==> src/rtl/seq_arith_unit_if.sv <==
// seq_arith_unit_if: handshake/data bundle between an operand source/result consumer and
// seq_arith_unit.
//   in_valid/in_ready/op/a/b          : operand channel (source -> unit)
//   out_valid/out_ready/result/carry_o : result channel (unit -> consumer)
//   busy                               : unit is in CALC or DONE
// Modports: master = source/consumer side, slave = arithmetic unit side.
interface seq_arith_unit_if #(
    parameter int unsigned WIDTH = 6
);
    logic                 in_valid;
    logic                 in_ready;
    logic [1:0]           op;
    logic [WIDTH-1:0]     a;
    logic [WIDTH-1:0]     b;
    logic                 out_valid;
    logic                 out_ready;
    logic [2*WIDTH-1:0]   result;
    logic                 carry_o;
    logic                 busy;

    modport master (
        output in_valid, op, a, b, out_ready,
        input  in_ready, out_valid, result, carry_o, busy
    );

    modport slave (
        input  in_valid, op, a, b, out_ready,
        output in_ready, out_valid, result, carry_o, busy
    );
endinterface

==> src/rtl/seq_arith_unit.sv <==
// seq_arith_unit: multi-cycle unsigned ADD / SUB / MUL unit with valid/ready handshakes.
//   clk    : clock, rising edge
//   rst_n  : synchronous active-low reset
//   bus    : seq_arith_unit_if.slave (operands in, result/carry_o out, busy)
// op encoding: 00 ADD, 01 SUB, 10 MUL (shift-add, one multiplier bit per cycle), 11 reserved.
// Optional feature macro SEQ_ARITH_EARLY_TERM_EN: MUL leaves CALC as soon as the remaining
// multiplier bits are all zero (result unchanged, latency shorter for small b).
module seq_arith_unit #(
    parameter int unsigned WIDTH = 6
) (
    input logic              clk,
    input logic              rst_n,
    seq_arith_unit_if.slave  bus
);
    localparam int unsigned CntW = $clog2(WIDTH + 1);

    typedef enum logic [1:0] {StIdle, StCalc, StDone} state_e;

    state_e               state_q, state_d;
    logic [2*WIDTH-1:0]   acc_q, acc_d;
    logic [2*WIDTH-1:0]   mcand_q, mcand_d;
    logic [WIDTH-1:0]     mplier_q, mplier_d;
    logic [CntW-1:0]      count_q, count_d;
    logic                 carry_q, carry_d;

    logic [WIDTH:0]       sum;
    logic [WIDTH:0]       diff;

    // Extra top bit captures carry-out; for SUB it is the "no borrow" flag.
    assign sum  = {1'b0, bus.a} + {1'b0, bus.b};
    assign diff = {1'b0, bus.a} + {1'b0, ~bus.b} + (WIDTH+1)'(1);

    always_ff @(posedge clk) begin
        if (!rst_n) begin
            state_q  <= StIdle;
            acc_q    <= '0;
            mcand_q  <= '0;
            mplier_q <= '0;
            count_q  <= '0;
            carry_q  <= 1'b0;
        end else begin
            state_q  <= state_d;
            acc_q    <= acc_d;
            mcand_q  <= mcand_d;
            mplier_q <= mplier_d;
            count_q  <= count_d;
            carry_q  <= carry_d;
        end
    end

    always_comb begin
        state_d  = state_q;
        acc_d    = acc_q;
        mcand_d  = mcand_q;
        mplier_d = mplier_q;
        count_d  = count_q;
        carry_d  = carry_q;

        unique case (state_q)
            StIdle: begin
                if (bus.in_valid) begin
                    count_d  = '0;
                    mcand_d  = {{WIDTH{1'b0}}, bus.a};
                    mplier_d = bus.b;
                    state_d  = StDone;
                    case (bus.op)
                        2'b00: begin
                            acc_d   = {{WIDTH{1'b0}}, sum[WIDTH-1:0]};
                            carry_d = sum[WIDTH];
                        end
                        2'b01: begin
                            acc_d   = {{WIDTH{1'b0}}, diff[WIDTH-1:0]};
                            carry_d = diff[WIDTH];
                        end
                        2'b10: begin
                            acc_d   = '0;
                            carry_d = 1'b0;
                            state_d = StCalc;
                        end
                        default: begin
                            acc_d   = '0;
                            carry_d = 1'b0;
                        end
                    endcase
                end
            end
            StCalc: begin
                if (mplier_q[0]) begin
                    acc_d = acc_q + mcand_q;
                end
                mcand_d  = mcand_q << 1;
                mplier_d = mplier_q >> 1;
                count_d  = count_q + CntW'(1);
`ifdef SEQ_ARITH_EARLY_TERM_EN
                // No set bits left means no further partial products to add.
                if (mplier_d == '0) begin
                    state_d = StDone;
                end
`else
                if (count_q == CntW'(WIDTH - 1)) begin
                    state_d = StDone;
                end
`endif
            end
            StDone: begin
                if (bus.out_ready) begin
                    state_d = StIdle;
                end
            end
            default: state_d = StIdle;
        endcase
    end

    assign bus.in_ready  = (state_q == StIdle);
    assign bus.out_valid = (state_q == StDone);
    assign bus.busy      = (state_q != StIdle);
    assign bus.result    = acc_q;
    assign bus.carry_o   = carry_q;
endmodule

==> src/flat_wrapper.sv <==
// flat-port wrapper written by rule: the top's interface ports become plain ports
module seq_arith_unit_flat 
#(
    parameter int unsigned WIDTH = 6
)
  (clk, rst_n, bus_in_valid, bus_op, bus_a, bus_b, bus_out_ready, bus_in_ready, bus_out_valid, bus_result, bus_carry_o, bus_busy);
  seq_arith_unit_if #(.WIDTH(WIDTH)) bus_i ();
  input logic clk;
  input logic rst_n;
  input wire logic [$bits(bus_i.in_valid)-1:0] bus_in_valid;
  input wire logic [$bits(bus_i.op)-1:0] bus_op;
  input wire logic [$bits(bus_i.a)-1:0] bus_a;
  input wire logic [$bits(bus_i.b)-1:0] bus_b;
  input wire logic [$bits(bus_i.out_ready)-1:0] bus_out_ready;
  output wire logic [$bits(bus_i.in_ready)-1:0] bus_in_ready;
  output wire logic [$bits(bus_i.out_valid)-1:0] bus_out_valid;
  output wire logic [$bits(bus_i.result)-1:0] bus_result;
  output wire logic [$bits(bus_i.carry_o)-1:0] bus_carry_o;
  output wire logic [$bits(bus_i.busy)-1:0] bus_busy;
  assign bus_i.in_valid = bus_in_valid;
  assign bus_i.op = bus_op;
  assign bus_i.a = bus_a;
  assign bus_i.b = bus_b;
  assign bus_i.out_ready = bus_out_ready;
  assign bus_in_ready = bus_i.in_ready;
  assign bus_out_valid = bus_i.out_valid;
  assign bus_result = bus_i.result;
  assign bus_carry_o = bus_i.carry_o;
  assign bus_busy = bus_i.busy;
  seq_arith_unit #(.WIDTH(WIDTH)) u_core (.clk(clk), .rst_n(rst_n), .bus(bus_i));
endmodule
==> config.mk <==
export PLATFORM = sky130hd
export DESIGN_NAME = seq_arith_unit_flat
export DESIGN_NICKNAME = d
export VERILOG_FILES = /design/src/rtl/seq_arith_unit_if.sv /design/src/rtl/seq_arith_unit.sv /design/src/flat_wrapper.sv
export SDC_FILE = /design/constraint.sdc
export NUM_CORES = 1
export LEC_CHECK = 0
export CORE_ASPECT_RATIO = 1.25
export CORE_UTILIZATION = 40
export DETAILED_ROUTE_END_ITERATION = 16
export SYNTH_ARGS = -nofsm -noshare
export SYNTH_HDL_FRONTEND = slang
export SYNTH_SLANG_ARGS = --single-unit
==> constraint.sdc <==
create_clock -name clk -period 3.5 [get_ports clk]
set_clock_uncertainty 0.1 [all_clocks]
set_input_delay 0.875 -clock clk [delete_from_list [all_inputs] [get_ports clk]]
set_output_delay 0.875 -clock clk [all_outputs]
set_load 0.01 [all_outputs]
==> run metrics, run 1 <==
CP Launch Type=input port; register area share after synthesis=28.1%; Root Buffer=clkbuf_8; HPWL Detailed=4.70 mm; GR Overflow Total=0; area of the mapped netlist=2560 µm²; period utilisation layout=89.7%; FFs w/ async S/R, synth=0%; Mapped Avg Cell Area=between 8 and 9 µm²; slowest cell delay on critical path=about 0.5 ns; Ys Warns=0; Via Count=2,286; # setup viols final=0; Die Width=73.6 µm; num rows=32; WL final=~6.1 mm; crit end category=flip-flop; DRC Markers=0; Slowest cell on crit path=clkdlybuf4s50_1; CP Cell Sequence=clkdlybuf4s50_1, ha_1, inv_1, fa_1, a21o_1, a21oi_1, o21bai_1, a21o_1, a221o_1, a32o_1; FMAX=318 MHz; cells after synthesis=306; H-tree depth=2; Clock Latency Late Sink=0.29 ns; TritonCTS clock tree=done; Finished Core Util=50.3%; Tot GR Track Use=19.7%; maximum VDD drop=0.189 mV; routed len/inst=~14 µm; Worst Hold Depth=2; biggest area consumer among synthesized cells=dfxtp_1; DRT Pass-1 Iters=4; I/O pins=34; Setup TNS Final=0 ns; die area=6740 µm²; routed vias/inst=5.39; pwr/cell area=349 nW/µm²; Core ar.=6170 µm²; nets=384; CP Max Fanout=3; Slew Limit Fails=0; RSZ-0062 raised after global routing=false; Final Hold Viols=0; synth unique cells=a little over 50; Iter 0 DRT Violations=approximately 80; CTS sink count=36; most frequent CP cell=a21o_1; Hold-fix buffers, CTS=0; Starting Density=41.6%; PostCTS Resize Cnt=0; Ant. Diodes=0; Worst-Margin Slew=0.697 ns; critical path class=input port to flip-flop; Hold Crit Class=flip-flop to flip-flop; die height=between 90 and 100 µm; Mapped Nets=352; Area contributors post-synth=dfxtp_1 28%, ha_1 12%, nand2_1 5.3%; outcome=finished, final reports clean; share of cells above drive strength 1=7.08%; CTS buffer count=5; layout filler cell count=652; Critical Path RT=between 3 and 4 ns; Synth Flop Type=dfxtp_1; gpl congestion=0.827; vias in the first global route=2,220; wire length of the first global-routing pass=10.3 mm; FF-to-FF path depth=9; number of flops mapped to enable cells by yosys=0; port bufs=33; top-area cell type share of the netlist area=between 20% and 30%; Worst-path clk slew=0.07 ns; Worst Path Arrival=3.22 ns; Clock Path Buffers=2; Synth Register Bits=36; # Post-CTS Setup Buffers=0; initial antenna violation count=0; max_slew headroom=53.3%; min cycle time layout=3.14 ns; area grow syn2layout=21.0%; largest net degree at the start of global routing=22; Max Cap Violations=0; remaining antenna violation count=0; leakage power=between 1 and 1.5 nW
state kept, by name (all words and copies together) (netlist names):
register	cells
u_core.bus.result	12
u_core.mcand_q	12
u_core.mplier_q	6
u_core.count_q	3
u_core.state_q	2
u_core.bus.carry_o	1
worst max-delay path, delay by kind of cell:
family / cells / cell delay (ns)
adders and majority gates: 2 / 0.58
buffers and inverters: 2 / 0.57
AOI/OAI and AO/OA: 6 / 1.18
Yosys cell counts (all sizes together), types with 2 or more instances:
master / count
o211ai: 6
and3: 3
a21oi: 19
a211oi: 3
xor2: 3
mux2: 3
nand2b: 3
o31ai: 2
nor2: 12
inv: 18
nor3b: 5
a22oi: 6
fa: 3
nand2: 36
buf: 4
o21a: 5
xnor2: 3
nor2b: 18
a31oi: 4
o21bai: 4
o21ai: 14
nand3: 9
and2: 5
o211a: 13
nand4: 2
clkbuf: 10
a21o: 9
ha: 25
nor3: 4
a21boi: 2
o311ai: 5
dfxtp: 36
per-stage QoR:
| stage | hold WS, ns | std cells | cell area (µm²) | power [mW] | setup slack (ns) |
|---|---|---|---|---|---|
| floorplan | 0.372 | 306 | 2560 | 0.623 | 0.716 |
| global placement | 0.372 | 416 | 2990 | 0.718 | 0.125 |
| detailed placement | 0.376 | 416 | 2990 | 0.719 | 0.0893 |
| CTS | 0.386 | 424 | 3100 | 1.10 | 0.382 |
| global route | 0.419 | 424 | 3100 | 1.15 | 0.283 |
| finish | 0.381 | 424 | 3100 | 1.08 | 0.360 |
area by class of cell:
class                           instances  area, µm²  area share (%)
Multi-Input combinational cell        238       1720            55.5
Sequential cell                        36        721            23.2
Timing Repair Buffer                   39        375            12.1
Tap cell                               85        106            3.43
Clock buffer                            5       68.8            2.22
Inverter                               18       67.6            2.18
Clock inverter                          3       42.5            1.37
layout by cell type (no fill, tap or decap), types with 4 or more instances in the layout:
cell type,instances
nand2_1,36
dfxtp_1,36
clkdlybuf4s50_1,33
ha_1,25
inv_1,18
a21oi_1,18
nor2b_1,17
o21ai_0,13
o211a_1,13
nor2_1,11
nand3_1,9
a21o_1,9
a22oi_1,6
o211ai_1,6
buf_4,6
and2_1,5
o21a_1,5
nor3b_1,5
clkbuf_8,5
o311ai_0,4
o21bai_1,4
a31oi_1,4
nor3_1,4
layer usage:
layer  share of wire, %  global-route usage [%]  vias up  wire [µm]
met3                2.5                    3.44       11        154
li1                   -                       -     1168          -
met5                  0                       0        -          0
met4                1.8                    6.25        0        112
met1                 45                    23.3     1067       2770
met2                 50                    35.1       40       3090
path summary, 6_finish.rpt:
kind                                      startpoint  slack, ns                    end
worst min-delay path            u_core.bus.result[8]       0.38   u_core.bus.result[8]
worst max-delay path                        bus_b[0]       0.36     u_core.bus.carry_o
worst min register to register  u_core.bus.result[8]       0.38   u_core.bus.result[8]
worst max register to register     u_core.mcand_q[0]       1.10  u_core.bus.result[10]
where the power goes:
group	switching [mW]	leakage (nW)	internal, mW
clock	0.161	0.0541	0.211
sequential	0.0222	0.295	0.433
combinational	0.133	1.04	0.122
total	0.317	1.39	0.766
cells by family (layout without fill, tap and decap cells):
group | count (synthesis) | count (layout) | share of synthesized area (%)
flops | 36 | 36 | 28.1
buf+inv | 32 | 65 | 4.83
xor+xnor | 6 | 6 | 2.05
compound gates | 99 | 99 | 28.7
mux | 4 | 4 | 1.71
fa+ha+maj | 28 | 28 | 14.5
simple gates | 101 | 101 | 20.0
Note: power is estimated with default switching activity, not from simulation.
==> run 2, diff against run 1 <==
--- a/config.mk
+++ b/config.mk
@@ -7,7 +7,9 @@
 export LEC_CHECK = 0
 export CORE_ASPECT_RATIO = 1.25
 export CORE_UTILIZATION = 40
+export CTS_BUF_LIST = sky130_fd_sc_hd__clkbuf_4 sky130_fd_sc_hd__clkbuf_8 sky130_fd_sc_hd__clkbuf_16
 export DETAILED_ROUTE_END_ITERATION = 16
 export SYNTH_ARGS = -nofsm -noshare
 export SYNTH_HDL_FRONTEND = slang
 export SYNTH_SLANG_ARGS = --single-unit
+export TNS_END_PERCENT = 100
==> results of run 2 <==
Final layout, timing and power as in run 1 (identical DEF).
